File: src/rtl/alu_decode_stage.sv
// Decode/operand-select stage feeding the RV64IM ALU: turns one instruction per
// cycle into an ALU opcode plus operands, held in a one-entry valid/ready register.
module alu_decode_stage #(
  parameter int BUS_DATA_WIDTH = 64,
  parameter int INSTR_WIDTH    = 32,
  parameter int ILL_CNT_WIDTH  = 16
) (
  input  logic                      clk,
  input  logic                      reset_n,
  input  logic                      flush,
  input  logic                      in_valid,
  output logic                      in_ready,
  input  logic [INSTR_WIDTH-1:0]    in_instr,
  input  logic [BUS_DATA_WIDTH-1:0] rs1_data,
  input  logic [BUS_DATA_WIDTH-1:0] rs2_data,
  output logic                      out_valid,
  input  logic                      out_ready,
  output logic [BUS_DATA_WIDTH-1:0] dataA,
  output logic [BUS_DATA_WIDTH-1:0] dataB,
  output logic [5:0]                alu_control,
  output logic [4:0]                rd,
  output logic                      rd_we,
  output logic                      illegal,
  output logic [ILL_CNT_WIDTH-1:0]  ill_count
);

  localparam logic [6:0] OPC_OP_IMM    = 7'b0010011;
  localparam logic [6:0] OPC_OP        = 7'b0110011;
  localparam logic [6:0] OPC_OP_IMM_32 = 7'b0011011;
  localparam logic [6:0] OPC_OP_32     = 7'b0111011;

  localparam logic [6:0] F7_BASE = 7'b0000000;
  localparam logic [6:0] F7_ALT  = 7'b0100000;
  localparam logic [6:0] F7_MULD = 7'b0000001;

  typedef enum logic [1:0] {
    OPB_REG,
    OPB_IMM,
    OPB_SH6,
    OPB_SH5
  } opbSel_t;

  logic [6:0]                w_opcode;
  logic [2:0]                w_funct3;
  logic [6:0]                w_funct7;
  logic [4:0]                w_unusedRs1Field;
  logic [5:0]                w_aluCtrl;
  logic                      w_legal;
  opbSel_t                   w_opbSel;
  logic [BUS_DATA_WIDTH-1:0] w_opB;
  logic [BUS_DATA_WIDTH-1:0] w_dataA;
  logic [BUS_DATA_WIDTH-1:0] w_dataB;
  logic [4:0]                w_rd;
  logic                      w_rdWe;
  logic                      w_load;

  logic                      r_outValid;
  logic [BUS_DATA_WIDTH-1:0] r_dataA;
  logic [BUS_DATA_WIDTH-1:0] r_dataB;
  logic [5:0]                r_aluCtrl;
  logic [4:0]                r_rd;
  logic                      r_rdWe;
  logic                      r_illegal;
  logic [ILL_CNT_WIDTH-1:0]  r_illCount;

  assign w_opcode         = in_instr[6:0];
  assign w_funct3         = in_instr[14:12];
  assign w_funct7         = in_instr[31:25];
  assign w_unusedRs1Field = in_instr[19:15];

  // Opcode decode; any branch that does not land on a listed encoding leaves w_legal low.
  always_comb begin
    w_aluCtrl = 6'd0;
    w_legal   = 1'b0;
    w_opbSel  = OPB_REG;
    case (w_opcode)
      OPC_OP_IMM: begin
        w_legal  = 1'b1;
        w_opbSel = OPB_IMM;
        case (w_funct3)
          3'b000: w_aluCtrl = 6'd1;
          3'b010: w_aluCtrl = 6'd2;
          3'b011: w_aluCtrl = 6'd3;
          3'b100: w_aluCtrl = 6'd4;
          3'b110: w_aluCtrl = 6'd5;
          3'b111: w_aluCtrl = 6'd6;
          3'b001: begin
            w_opbSel = OPB_SH6;
            if (in_instr[31:26] == 6'b000000) w_aluCtrl = 6'd7;
            else                              w_legal   = 1'b0;
          end
          default: begin
            w_opbSel = OPB_SH6;
            if (in_instr[31:26] == 6'b000000)      w_aluCtrl = 6'd8;
            else if (in_instr[31:26] == 6'b010000) w_aluCtrl = 6'd9;
            else                                   w_legal   = 1'b0;
          end
        endcase
      end
      OPC_OP: begin
        if (w_funct7 == F7_BASE) begin
          w_legal = 1'b1;
          case (w_funct3)
            3'b000:  w_aluCtrl = 6'd12;
            3'b001:  w_aluCtrl = 6'd14;
            3'b010:  w_aluCtrl = 6'd15;
            3'b011:  w_aluCtrl = 6'd16;
            3'b100:  w_aluCtrl = 6'd17;
            3'b101:  w_aluCtrl = 6'd18;
            3'b110:  w_aluCtrl = 6'd20;
            default: w_aluCtrl = 6'd21;
          endcase
        end else if (w_funct7 == F7_ALT) begin
          if (w_funct3 == 3'b000) begin
            w_legal   = 1'b1;
            w_aluCtrl = 6'd13;
          end else if (w_funct3 == 3'b101) begin
            w_legal   = 1'b1;
            w_aluCtrl = 6'd19;
          end
        end else if (w_funct7 == F7_MULD) begin
          w_legal   = 1'b1;
          w_aluCtrl = 6'd31 + {3'b000, w_funct3};
        end
      end
      OPC_OP_IMM_32: begin
        case (w_funct3)
          3'b000: begin
            w_legal   = 1'b1;
            w_opbSel  = OPB_IMM;
            w_aluCtrl = 6'd22;
          end
          3'b001: begin
            w_opbSel = OPB_SH5;
            if (w_funct7 == F7_BASE) begin
              w_legal   = 1'b1;
              w_aluCtrl = 6'd23;
            end
          end
          3'b101: begin
            w_opbSel = OPB_SH5;
            if (w_funct7 == F7_BASE) begin
              w_legal   = 1'b1;
              w_aluCtrl = 6'd24;
            end else if (w_funct7 == F7_ALT) begin
              w_legal   = 1'b1;
              w_aluCtrl = 6'd25;
            end
          end
          default: w_legal = 1'b0;
        endcase
      end
      OPC_OP_32: begin
        if (w_funct7 == F7_BASE || w_funct7 == F7_ALT) begin
          case ({w_funct7 == F7_ALT, w_funct3})
            4'b0_000: begin w_legal = 1'b1; w_aluCtrl = 6'd26; end
            4'b1_000: begin w_legal = 1'b1; w_aluCtrl = 6'd27; end
            4'b0_001: begin w_legal = 1'b1; w_aluCtrl = 6'd28; end
            4'b0_101: begin w_legal = 1'b1; w_aluCtrl = 6'd29; end
            4'b1_101: begin w_legal = 1'b1; w_aluCtrl = 6'd30; end
            default:  w_legal = 1'b0;
          endcase
        end else if (w_funct7 == F7_MULD) begin
          case (w_funct3)
            3'b000:  begin w_legal = 1'b1; w_aluCtrl = 6'd39; end
            3'b100:  begin w_legal = 1'b1; w_aluCtrl = 6'd40; end
            3'b101:  begin w_legal = 1'b1; w_aluCtrl = 6'd41; end
            3'b110:  begin w_legal = 1'b1; w_aluCtrl = 6'd42; end
            3'b111:  begin w_legal = 1'b1; w_aluCtrl = 6'd43; end
            default: w_legal = 1'b0;
          endcase
        end
      end
      default: w_legal = 1'b0;
    endcase
    if (!w_legal) w_aluCtrl = 6'd0;
  end

  always_comb begin
    w_opB = rs2_data;
    case (w_opbSel)
      OPB_IMM: w_opB = {{(BUS_DATA_WIDTH-12){in_instr[31]}}, in_instr[31:20]};
      OPB_SH6: w_opB = {{(BUS_DATA_WIDTH-6){1'b0}}, in_instr[25:20]};
      OPB_SH5: w_opB = {{(BUS_DATA_WIDTH-5){1'b0}}, in_instr[24:20]};
      default: w_opB = rs2_data;
    endcase
  end

  // Illegal entries still travel downstream, but carry no operands and no writeback.
  assign w_dataA = w_legal ? rs1_data : '0;
  assign w_dataB = w_legal ? w_opB : '0;
  assign w_rd    = in_instr[11:7];
  assign w_rdWe  = w_legal && (w_rd != 5'd0);

  assign in_ready = !r_outValid || out_ready;
  assign w_load   = in_valid && in_ready && !flush;

  // Flush wins over load and pop; the counter only sees instructions that were really taken.
  always_ff @(posedge clk or negedge reset_n) begin
    if (!reset_n) begin
      r_outValid <= 1'b0;
      r_dataA    <= '0;
      r_dataB    <= '0;
      r_aluCtrl  <= 6'd0;
      r_rd       <= 5'd0;
      r_rdWe     <= 1'b0;
      r_illegal  <= 1'b0;
      r_illCount <= '0;
    end else if (flush) begin
      r_outValid <= 1'b0;
    end else if (w_load) begin
      r_outValid <= 1'b1;
      r_dataA    <= w_dataA;
      r_dataB    <= w_dataB;
      r_aluCtrl  <= w_aluCtrl;
      r_rd       <= w_rd;
      r_rdWe     <= w_rdWe;
      r_illegal  <= !w_legal;
      if (!w_legal && (r_illCount != {ILL_CNT_WIDTH{1'b1}}))
        r_illCount <= r_illCount + ILL_CNT_WIDTH'(1);
    end else if (out_ready) begin
      r_outValid <= 1'b0;
    end
  end

  assign out_valid   = r_outValid;
  assign dataA       = r_dataA;
  assign dataB       = r_dataB;
  assign alu_control = r_aluCtrl;
  assign rd          = r_rd;
  assign rd_we       = r_rdWe;
  assign illegal     = r_illegal;
  assign ill_count   = r_illCount;

endmodule

File: config.mk
export PLATFORM = sky130hd
export DESIGN_NAME = alu_decode_stage
export DESIGN_NICKNAME = d
export VERILOG_FILES = /design/src/rtl/alu_decode_stage.sv
export SDC_FILE = /design/constraint.sdc
export NUM_CORES = 1
export LEC_CHECK = 0
export ABC_AREA = 0
export CAP_MARGIN = 30
export CORE_MARGIN = 1
export CORE_UTILIZATION = 40
export DETAILED_ROUTE_END_ITERATION = 12
export PLACE_DENSITY = 0.75
export SYNTH_ARGS = -nofsm -noshare
export SYNTH_HDL_FRONTEND = slang
export SYNTH_SLANG_ARGS = --single-unit
File: constraint.sdc
create_clock -name clk -period 4.63 [get_ports clk]
set_input_delay 0.463 -clock clk [delete_from_list [all_inputs] [get_ports clk]]
set_output_delay 0.463 -clock clk [all_outputs]
set_load 0.05 [all_outputs]
After elaboration in Yosys (flattened, before gate mapping)
Index checks and enable logic that the tools add are counted.
W data, S select, Z words.
Word-level totals
  register bits after elaboration: 158
  input bits: 165
  logic and storage cells: 101
Operators by class
  muxes and demuxes: 47
  $add $sub $neg: 2
  eq/ne operators: 22
  reductions and logical operators: 21
  bitwise logic cells: 1
Operators with widths (count)
  $pmux W64 S3: 1
  $mux W64: 2
  $mux W6: 6
  $pmux W5 S7: 1
  $pmux W6 S5: 1
  $pmux W4 S7: 1
  $mux W5: 5
  $pmux W5 S5: 1
  $pmux W6 S4: 1
  $eq A7 B6 Y1 const B: 3
  $mux W1: 18
  $add A16 B1 Y16 const B: 1
  $ne A16 B16 Y1 const B: 1
  $pmux W5 S3: 1
  $eq A7 B5 Y1 const B: 2
  $eq A3 B3 Y1 const B: 4
  $reduce_or A5 Y1: 2
  $eq A4 B4 Y1 const B: 2
  $mux W4: 2
  $pmux W2 S2: 2
  $eq A7 B1 Y1 const B: 1
  $logic_not A7 Y1: 1
  $add A5 B3 Y6 const A: 1
  $eq A3 B2 Y1 const B: 2
  24 further kinds: 31

Depth between registers and ports, before layout
  word-level depth: 9
  gate-level depth with buffers: 11
  mapped depth without buffers: 8

Least setup slack after synthesis
Ideal clock, no wire load.
  path type: flip-flop to flip-flop
  start: register r_outValid (netlist: out_valid)
  end: register r_illCount[10] (netlist: ill_count[10])
  path slack: 2202 ps
  data required time: 4488 ps
  clock period less this slack: 2428 ps
  path buffers: 0
  stages on the path, launching flop included: 7
  arrival time: 2286 ps
  library setup time: 142 ps
  cells stage by stage: dfrtp_1 > nor2b_1 > inv_1 > nand3b_1 > nor4_2 > or3b_1 > xnor2_1
On the way
  cells in the longest elaborated chain, start to end: 5
RTL lines
  from (decl): line 57  | logic r_outValid;
  from (signal assigned): line 201  | r_outValid <= 1'b0;
  from (signal assigned): line 210  | r_outValid <= 1'b0;
  from (signal assigned): line 212  | r_outValid <= 1'b1;
  $logic_not A1 Y1: line 195  | assign in_ready = !r_outValid || out_ready;
  $logic_or A1 B1 Y1: line 195
  via in_ready: line 12  | output logic in_ready,
  $logic_and A1 B1 Y1 (2 in a row): line 196  | assign w_load = in_valid && in_ready && !flush;
  $reduce_and A3 Y1 (no line)
  to (signal assigned): line 220  | r_illCount <= r_illCount + ILL_CNT_WIDTH'(1);
  to (decl): line 64  | logic [ILL_CNT_WIDTH-1:0] r_illCount;
The timed path passes the listed nets, and every way through them passes these cells.
A chain may end at the register's enable or synchronous reset.

Worst setup path in the final report
  start: input in_instr[12]
  end: register r_dataA[20] (netlist: dataA[20])
On the way
  cells in the longest elaborated chain, start to end: 7
  elaborated cells on any way between the ends: 28
RTL lines
  from (decl): line 13  | input logic [INSTR_WIDTH-1:0] in_instr,
  $eq A3 B3 Y1 (tied with other cells): line 117, 127, 164
  $reduce_or A5 Y1 (no line) or $mux W1 (tied branches)
  $mux W1, on equally long branches: line 164, 114
  $mux W1, on equally long branches: line 163, 113
  $mux W1, on equally long branches: line 154, 101
  $pmux W1 S4 (*): line 76  | case (w_opcode)
  $mux W64 (*): line 190  | assign w_dataA = w_legal ? rs1_data : '0;
  to (signal assigned): line 213  | r_dataA <= w_dataA;
  to (decl): line 58  | logic [BUS_DATA_WIDTH-1:0] r_dataA;
Mark *: on every way between the ends. The rest lies on a longest branch, timed or not.

==> out/results.txt <==
Core Box Area: 0.0174 mm²
Prevailing post-synth register cell: dfrtp_1
Critical path endpoint category: flip-flop
Cell Chain, Critical Path: clkdlybuf4s50_1, inv_1, ha_1, nand2b_1, a21oi_1, o211ai_1, nand3_2, o21a_2, buf_12, a22o_1
Post-Place Worst Slack: 1000 ps
Most used cells in the layout excluding fill and tap cells: clkdlybuf4s50_1, dfrtp_1, nand2_1
Hold-fix buffers, CTS: 0
Clock latency on the worst-skew pair: 420 ps
Synth Area in Simple Gates: 0.139
FILL cells: 1431
H-tree levels: 4
Crit path kind: in2reg
Area delta synth->final: 53.6%
CTS sink cnt: 158
Endpoints failing setup: 0
Antenna violations before repair: 2
Routed vias/inst: 5.43
Post-CTS Setup Bufs: 0
Area after DPL: 0.0105 mm²
Max-cap violation count: 0
Cts repair resizes: 0
Clock transition at path regs: 70 ps
Minimum clock period: 3270 ps
Critical Path AT: 3570 ps
Synth Area in Adders: 0.0122
Clock Skew: 13.8 ps
Final core utilization: 0.634
WL/cell: 19.1 µm
DRT antenna net count: 0
Synth top area share: 0.550
GP Congestion: 0.925
WP data required: 4930 ps
Critical path launch point type: primary input
Slew HR: 0.398
CTS root buffer: clkbuf_16
Post-Layout Cell Count: 1226
Largest net degree at the start of global routing: 86
Status: finished, final reports clean
Dominant cells by area after synthesis: dfrtp_1, a22o_1, nand2_1
Fin nets: 1160
Drt drc: 0
Post-Route WL: 23400 µm
Setup TNS: 0 ps
Largest family of logic cells by synthesized area: compound AO/OA/AOI/OAI gates
Initial Util: 0.412
Gr usage total: 0.257
XOR/XNOR share of the synthesized area: 0.0195
Die ar.: 0.0185 mm²
Sequential-to-total area share from yosys stat: 0.550
Commonest non-fill, non-tap cell in the layout: clkdlybuf4s50_1
Fin. max-slew vios: 0
Peak VDD IR: 0.243 mV
Width of the die: 136 µm
# IOs: 324
Proportion of synthesized area in mux cells: 0.00853
Yosys reg bits: 158
Global-route wire length before repair: 36100 µm
Synth Area in Compound Gates: 0.223
TritonCTS clock tree: done
HPWL Detailed: 16600 µm
Die Height: 136 µm
Mean area per synthesized cell: 10.4 µm²
Multi-input gate area: 0.00292 mm²
Post-route clock period utilization: 0.707
Hold_ws: 51.6 ps
Worst Path Max Fanout: 47
Vias in the first global route: 6519
Power density over the cells: 309 mW/mm²
Slowest Stage Delay on Critical Path: 680 ps
Setup ws final: 1360 ps
Mapped Nets: 866
Fraction of layout cells with a size suffix above 1: 0.0600
Critical path's slowest cell: clkdlybuf4s50_1
CTS Buffer Depth: 2
RSZ-0062 raised after global routing: no
Hold Crit Class: in2async
Mapped Area: 0.00718 mm²
CTS Buf Count: 17
Port buffer count: 318
Count of final hold-check violations: 0
Fin area: 0.0110 mm²
Drt pass-1 iters: 5
DRT iter0 DRCs: 336
Placed Cells: 1194
Fmax: 306 MHz
Fraction of registers with async set/reset: 1.00
DR vias: 6663
Pleak: 4.68 nW
YS warnings: 0
Cell Rows: 48
Cell count after synthesis: 694
Unique masters post-synth: 66
Area leader, netlist: dfrtp_1
Gr ovfl total: 0
Worst-margin pin slew: 902 ps
Post-synth EDFFs: 0
Final Power: 3.41 mW
FF+latch area: 0.00395 mm²
per-layer routing:
metal  vias to the layer above  global-route usage  wire [µm]  part of all wire
met2                       271               0.424      11700              0.50
met3                        34              0.0776       1860             0.079
met4                         0               0.104        592             0.025
met1                      3242               0.312       9260              0.40
li1                       3116                   -          -                 -
met5                         -                   0          0                 0
cell usage after synthesis, types with 2 or more instances:
cell type and instances:
dfrtp_1 158, nand2_1 97, o21ai_1 66, a22o_1 64, a21oi_1 63, clkbuf_1 33, nor2_1 23, nand3_1 13
buf_6 12, xnor2_1 11, nor3_1 9, inv_1 8, ha_1 7, nand4_1 7, nor4_1 7, a22oi_1 6
nand2b_1 6, and3_1 5, buf_2 5, mux2i_1 5, o211ai_1 5, o21ai_0 5, xor2_1 5, a31oi_1 4
and2_1 4, nor2b_1 4, o22ai_1 4, o311ai_0 4, or4_1 4, buf_1 3, o31ai_1 3, buf_4 2
nand3b_1 2, nor3b_1 2, nor4_2 2, o21a_1 2, o221a_1 2, or2_1 2, or2_2 2, or3b_1 2
path summary, 6_finish.rpt:
| check | depth (start not counted) | slack, ps | from | to |
|---|---|---|---|---|
| setup reg to reg | 7 | 2410 | out_valid | ill_count[1] |
| hold reg to reg | 1 | 480 | ill_count[13] | ill_count[13] |
| setup / recovery | 10 | 1360 | in_instr[12] | dataA[20] |
| max in group asynchronous | 2 | 3260 | reset_n | ill_count[6] |
| min in group clk | 1 | 480 | ill_count[13] | ill_count[13] |
| hold / removal | 1 | 50 | reset_n | dataA[47] |
cell type report:
class / instances / area share
clock buffers: 18 / 0.0398
diodes: 1 / 0.000227
clock inverters: 13 / 0.00975
multi-input cells: 473 / 0.265
well taps: 225 / 0.0255
inverters: 8 / 0.00272
repair buffers: 330 / 0.299
flip-flops and latches: 158 / 0.358
worst max-delay path: cells and delay by family:
family | cells | cell delay [ps]
fa+ha+maj | 1 | 380
simple gates | 2 | 540
buf+inv | 3 | 1120
compound gates | 4 | 1030
where the power goes:
part	internal, mW	leakage [nW]	switching [mW]
registers	1.43	2.17	0.0516
logic	0.266	2.25	0.355
clock network	0.709	0.263	0.598
total	2.40	4.68	1.00
cell families (layout without fill, tap and decap cells):
group | Yosys count | in the layout
other cells | 0 | 1
fa+ha+maj | 7 | 7
xor+xnor | 16 | 16
buf+inv | 63 | 369
simple gates | 202 | 202
compound gates | 242 | 242
mux | 6 | 6
flops | 158 | 158
flip-flops by register name, summed over array words and instances (netlist names):
register / flops
alu_control: 6
dataA: 64
dataB: 64
ill_count: 16
illegal: 1
out_valid: 1
rd: 5
rd_we: 1
(Power assumes the default switching activity.)
